`config.mk`:
```
export PLATFORM = sky130hd
export DESIGN_NAME = load_store_unit
export DESIGN_NICKNAME = d
export VERILOG_FILES = /design/src/rtl/load_store_unit_pkg.sv /design/src/rtl/load_store_unit_align.sv /design/src/rtl/load_store_unit.sv
export SDC_FILE = /design/constraint.sdc
export NUM_CORES = 1
export LEC_CHECK = 0
export CAP_MARGIN = 30
export CORE_ASPECT_RATIO = 2
export CORE_MARGIN = 10
export CORE_UTILIZATION = 44
export DETAILED_ROUTE_END_ITERATION = 16
export PLACE_DENSITY_LB_ADDON = 0.1
export SYNTH_ARGS = -nofsm -noshare
export SYNTH_HDL_FRONTEND = slang
export SYNTH_SLANG_ARGS = --single-unit
```
`constraint.sdc`:
```
create_clock -name clk -period 2.3 [get_ports clk]
set_clock_uncertainty 0.15 [all_clocks]
set_input_delay 0.46 -clock clk [delete_from_list [all_inputs] [get_ports clk]]
set_output_delay 0.46 -clock clk [all_outputs]
set_load 0.1 [all_outputs]
```
`src/rtl/load_store_unit_pkg.sv`:
```
// load_store_unit_pkg: funct3 encodings, FSM states and the op legality check shared by the LSU.
package load_store_unit_pkg;

  localparam logic [2:0] F3_B  = 3'b000;
  localparam logic [2:0] F3_H  = 3'b001;
  localparam logic [2:0] F3_W  = 3'b010;
  localparam logic [2:0] F3_BU = 3'b100;
  localparam logic [2:0] F3_HU = 3'b101;

  typedef enum logic [1:0] {S_IDLE, S_REQ, S_WAIT, S_DONE} lsu_state_e;

  // Unknown funct3, or halfword/word not naturally aligned.
  function automatic logic op_bad(input logic [2:0] f3, input logic [1:0] off);
    return (f3 inside {3'b011, 3'b110, 3'b111}) ||
           (f3[1:0] == 2'b01 && off[0]) ||
           (f3 == F3_W && off != 2'b00);
  endfunction

endpackage

```
`src/rtl/load_store_unit_align.sv`:
```
// load_store_unit_align: store lane replication/byte enables, load shift/extend, legality check.
module load_store_unit_align
  import load_store_unit_pkg::*;
(
  input  logic [2:0]  st_funct3,
  input  logic [1:0]  st_off,
  input  logic [31:0] st_wdata_in,
  input  logic [2:0]  ld_funct3,
  input  logic [1:0]  ld_off,
  input  logic [31:0] ld_rdata_in,
  output logic [31:0] st_wdata,
  output logic [3:0]  st_be,
  output logic [31:0] ld_data,
  output logic        bad
);

  logic [31:0] sh;

  always_comb begin
    bad      = op_bad(st_funct3, st_off);
    st_wdata = st_funct3[1:0] == 2'b00 ? {4{st_wdata_in[7:0]}} :
               st_funct3[1:0] == 2'b01 ? {2{st_wdata_in[15:0]}} : st_wdata_in;
    st_be    = st_funct3[1:0] == 2'b00 ? 4'b0001 << st_off :
               st_funct3[1:0] == 2'b01 ? (st_off[1] ? 4'b1100 : 4'b0011) : 4'b1111;
    sh       = ld_rdata_in >> {ld_off, 3'b000};
    ld_data  = ld_funct3 == F3_B  ? {{24{sh[7]}}, sh[7:0]} :
               ld_funct3 == F3_H  ? {{16{sh[15]}}, sh[15:0]} :
               ld_funct3 == F3_BU ? {24'd0, sh[7:0]} :
               ld_funct3 == F3_HU ? {16'd0, sh[15:0]} : sh;
  end

endmodule

```
`src/rtl/load_store_unit.sv`:
```
// load_store_unit: RV32I load/store initiator over a req/gnt/rvalid data-memory handshake.
module load_store_unit
  import load_store_unit_pkg::*;
#(
  parameter int ADDR_W  = 32,
  parameter int TIMEOUT = 255
) (
  input  logic              clk,
  input  logic              rst_n,
  input  logic              ls_valid,
  input  logic              ls_we,
  input  logic [2:0]        ls_funct3,
  input  logic [ADDR_W-1:0] ls_addr,
  input  logic [31:0]       ls_wdata,
  output logic              ls_stall,
  output logic              ls_done,
  output logic              ls_fault,
  output logic [31:0]       ls_rdata,
  output logic              mem_req,
  output logic              mem_we,
  output logic [ADDR_W-3:0] mem_addr,
  output logic [3:0]        mem_be,
  output logic [31:0]       mem_wdata,
  input  logic              mem_gnt,
  input  logic              mem_rvalid,
  input  logic [31:0]       mem_rdata
);

  localparam int CNT_W = $clog2(TIMEOUT + 1);

  lsu_state_e        state_q, state_d;
  logic [CNT_W-1:0]  cnt_q, cnt_d;
  logic              we_q, we_d;
  logic [2:0]        f3_q, f3_d;
  logic [1:0]        off_q, off_d;
  logic              mem_req_q, mem_req_d, mem_we_q, mem_we_d;
  logic [ADDR_W-3:0] mem_addr_q, mem_addr_d;
  logic [3:0]        mem_be_q, mem_be_d;
  logic [31:0]       mem_wdata_q, mem_wdata_d;
  logic              done_q, done_d, fault_q, fault_d;
  logic [31:0]       rdata_q, rdata_d;
  logic [31:0]       st_wdata, ld_data;
  logic [3:0]        st_be;
  logic              bad, expired;

  load_store_unit_align u_align (
    .st_funct3  (ls_funct3),
    .st_off     (ls_addr[1:0]),
    .st_wdata_in(ls_wdata),
    .ld_funct3  (f3_q),
    .ld_off     (off_q),
    .ld_rdata_in(mem_rdata),
    .st_wdata   (st_wdata),
    .st_be      (st_be),
    .ld_data    (ld_data),
    .bad        (bad)
  );

  assign expired = cnt_q == CNT_W'(TIMEOUT - 1);

  always_comb begin
    state_d     = state_q;
    cnt_d       = (state_q == S_REQ || state_q == S_WAIT) ? cnt_q + 1'b1 : '0;
    we_d        = we_q;
    f3_d        = f3_q;
    off_d       = off_q;
    mem_req_d   = mem_req_q;
    mem_we_d    = mem_we_q;
    mem_addr_d  = mem_addr_q;
    mem_be_d    = mem_be_q;
    mem_wdata_d = mem_wdata_q;
    fault_d     = 1'b0;
    rdata_d     = '0;
    case (state_q)
      S_IDLE: if (ls_valid) begin
        if (bad) begin
          state_d = S_DONE;
          fault_d = 1'b1;
        end else begin
          state_d     = S_REQ;
          we_d        = ls_we;
          f3_d        = ls_funct3;
          off_d       = ls_addr[1:0];
          mem_req_d   = 1'b1;
          mem_we_d    = ls_we;
          mem_addr_d  = ls_addr[ADDR_W-1:2];
          mem_be_d    = ls_we ? st_be : 4'b0000;
          mem_wdata_d = st_wdata;
        end
      end
      S_REQ: if (mem_gnt) begin
        mem_req_d = 1'b0;
        state_d   = we_q ? S_DONE : S_WAIT;
        cnt_d     = '0;
      end else if (expired) begin
        mem_req_d = 1'b0;
        state_d   = S_DONE;
        fault_d   = 1'b1;
      end
      S_WAIT: if (mem_rvalid) begin
        rdata_d = ld_data;
        state_d = S_DONE;
      end else if (expired) begin
        state_d = S_DONE;
        fault_d = 1'b1;
      end
      default: state_d = S_IDLE;
    endcase
    done_d = state_d == S_DONE;
  end

  always_ff @(posedge clk or negedge rst_n) begin
    if (!rst_n) begin
      state_q     <= S_IDLE;
      cnt_q       <= '0;
      we_q        <= 1'b0;
      f3_q        <= '0;
      off_q       <= '0;
      mem_req_q   <= 1'b0;
      mem_we_q    <= 1'b0;
      mem_addr_q  <= '0;
      mem_be_q    <= '0;
      mem_wdata_q <= '0;
      done_q      <= 1'b0;
      fault_q     <= 1'b0;
      rdata_q     <= '0;
    end else begin
      state_q     <= state_d;
      cnt_q       <= cnt_d;
      we_q        <= we_d;
      f3_q        <= f3_d;
      off_q       <= off_d;
      mem_req_q   <= mem_req_d;
      mem_we_q    <= mem_we_d;
      mem_addr_q  <= mem_addr_d;
      mem_be_q    <= mem_be_d;
      mem_wdata_q <= mem_wdata_d;
      done_q      <= done_d;
      fault_q     <= fault_d;
      rdata_q     <= rdata_d;
    end
  end

  assign ls_stall  = ls_valid & ~done_q;
  assign ls_done   = done_q;
  assign ls_fault  = fault_q;
  assign ls_rdata  = rdata_q;
  assign mem_req   = mem_req_q;
  assign mem_we    = mem_we_q;
  assign mem_addr  = mem_addr_q;
  assign mem_be    = mem_be_q;
  assign mem_wdata = mem_wdata_q;

endmodule
```
==> out/summary.txt <==
portion of the post-synthesis area used by sequential elements: 55.9%
max_cap viols: 0
post-synthesis sequential element count: 117
fraction of the mapped netlist area in adder cells: 1.43%
mux share of post-synthesis cell area: 18.9%
arrival time at the worst endpoint: 1.54 ns
fillers: 967
overall via count from detail_route: 4378
initial DRC count: 170
final number of max-transition violations: 0
count of H-tree levels built during CTS: 4
leading cell types by total area after synthesis: dfrtp_1, mux2_2, mux2i_1, a21oi_1, nand2_1
post-synthesis to final-layout area growth: 51.4%
maximum count of clock buffers along a single path: 2
cell area after synthesis: 5240 um2
root buffer cell: clkbuf_16
required time worst endpoint: 1.69 ns
share of synthesized registers carrying an async set or reset: 100%
unrepaired setup endpoints after global routing: no
CORE AREA: 11700 um2
status: completed
routed wire length per instance: 19.5 um
width of the chip: 97.1 um
height of the die: 174 um
clock latency at the later pin of the worst-skew pair: 0.40 ns
diode count: 0
synthesized instance count: 464
global route total overflow: 0
Post-Synth XOR/XNOR Area: 0.836%
total routing usage reported by global routing: 19.4%
Mapped Avg Cell Area: 11.3 um2
warnings from Yosys: 0
Initial DRT Pass Iterations: 4
reg2reg end: ls_rdata[31]
number of remaining DRC errors: 0
number of top-level pins: 208
Final Net Count: 801
clock slew seen by the registers of the worst setup and hold paths: 0.05 ns
remaining antenna violation count: 0
post-synth top area cell: dfrtp_1
mean number of vias per cell: 5.16
estimated wirelength of the detail-placed design: 12.8 mm
top cells by instance count after synthesis: dfrtp_1, mux2_2, nand2_1, a21oi_1, nor2_1
final setup violating endpoints: 0
post-route fraction of the period consumed by the critical path: 93.4%
TritonCTS clock tree: yes
Critical path origin: ls_valid
number of enable-type register cells in the synthesized netlist: 0
combinational family with the most area after synthesis: multiplexers
Worst Reg-to-Reg Cells: 4
Worst Setup EP: ls_stall
setup slack on the worst flop-to-flop path: 0.30 ns
Max Fclk: 0.465 GHz
count of distinct cell types in the synthesized netlist: 39
prevailing post-synth register cell: dfrtp_1
clock tree sinks: 117
wire length of the first global-routing pass: 26.3 mm
Resized cells post-CTS: 0
count of final hold-check violations: 0
slew margin rel.: 57.0%
fraction of the mapped netlist area in compound gates: 11.3%
number of CTS-inserted buffers: 17
slew at the pin with the worst max-slew slack: 0.645 ns
layout cells sized above 1: 30.7%
reg-to-reg startpoint: off_q[1]
setup slack after placement: -0.107 ns
CP startpoint kind: primary input
count of input and output buffers: 207
Net Count, Synth: 575
share of Yosys cell area claimed by the top area cell type: 55.9%
initial antenna violation count: 0
most used standard cell by instance count after synthesis: dfrtp_1
minimum clock period after layout: 2.15 ns
Critical Path Sink Type: primary output
number of global-route vias before repair: 4912
start-to-end type of the worst setup path: primary input to primary output
hold_ws: 0.326 ns
largest fanout of any net on the critical path: 5
total length of routed wires: 16.5 mm
standard-cell row count: 56
effective utilization at floorplan: 44.7%
share of synthesized cell area in and, or, nand and nor gates: 8.89%
Min-Delay Path Class: flop to flop
DIE AREA: 16900 um2
worst-case setup margin in the final layout: 0.151 ns
placer's final routability congestion estimate: 0.851
maximum number of pins on one net before global-route repair: 45
## worst min-delay path by stage
stage / startpoint / end / slack (ns) / cells past startpoint
after floorplan: rst_n / cnt_q[0] / 0.01 / 0
after global placement: rst_n / mem_addr[16] / 0.31 / 1
after detailed placement: rst_n / mem_addr[9] / 0.32 / 1
after CTS: mem_wdata[26] / mem_wdata[26] / 0.33 / 2
after global routing: mem_be[3] / mem_be[3] / 0.36 / 2
final: mem_wdata[26] / mem_wdata[26] / 0.33 / 2
## placed cells by master, fill, tap and decap left out, types with 2 or more instances in the layout
master	count
o21ba_2	2
clkbuf_1	2
a21oi_1	43
xnor2_1	3
nor2_2	2
mux2i_1	38
nand3_1	5
nor2_1	40
ha_1	6
buf_12	5
mux2_2	52
clkdlybuf4s50_1	103
clkbuf_16	17
a32oi_1	2
o21ai_0	37
nand2_1	52
xor2_1	2
clkinv_4	2
nor2b_1	5
dfrtp_1	117
buf_4	121
a211oi_1	8
bufinv_16	2
inv_1	8
clkinvlp_4	5
nor3_1	2
clkinv_2	4
## per-stage QoR
step	instances	instance area, um2	util (%)	TNS [ns]
final	848	7930	67.7	0
after global routing	848	7930	67.7	0
after CTS	848	7930	67.7	0
after detailed placement	815	7350	62.8	-3.22
after global placement	815	7350	62.8	-1.55
after floorplan	464	5240	-	0
## sequential cells by signal, summed over array words and instances (netlist names)
name       cells
state_q        2
mem_wdata     32
off_q          2
mem_be         4
mem_addr      30
ls_done        1
ls_fault       1
cnt_q          8
mem_we         1
ls_rdata      32
mem_req        1
f3_q           3
## layout make-up
type / instances / area [um2] / share of cell area [%]
Sequential cell: 117 / 2930 / 36.9
Multi-Input combinational cell: 316 / 2170 / 27.4
Timing Repair Buffer: 230 / 2050 / 25.9
Clock buffer: 19 / 433 / 5.46
Tap cell: 145 / 181 / 2.29
Clock inverter: 13 / 135 / 1.71
Inverter: 8 / 30.0 / 0.379
## per-layer routing
| metal | vias up | global-route usage [%] | part of all wire [%] |
|---|---|---|---|
| li1 | 2072 | - | - |
| met1 | 2119 | 19.0 | 35 |
| met2 | 168 | 36.1 | 56 |
| met3 | 19 | 6.79 | 7.0 |
| met4 | 0 | 7.29 | 1.8 |
| met5 | - | 0 | 0 |
## critical path, cell delays in order
cell and delay [ns]:
clkdlybuf4s50_1 0.59, inv_1 0.13, nor2_2 0.17, buf_12 0.19
## timing repair
action                                 in CTS  in global routing
endpoints found under the hold margin      35                  0
buffers inserted                            0                  0
hold buffers                                1                  0
## cell families after synthesis
| group | count (synthesis) |
|---|---|
| DFF | 117 |
| AOI/OAI and AO/OA | 102 |
| and+or+nand+nor | 112 |
| adders and majority gates | 6 |
| xor gates and xnor gates | 5 |
| muxes | 91 |
| buffers and inverters | 31 |
Power is left out: the tool's default activity adds up to more than one toggle a clock period on the data nets, which glitch-free logic cannot reach.
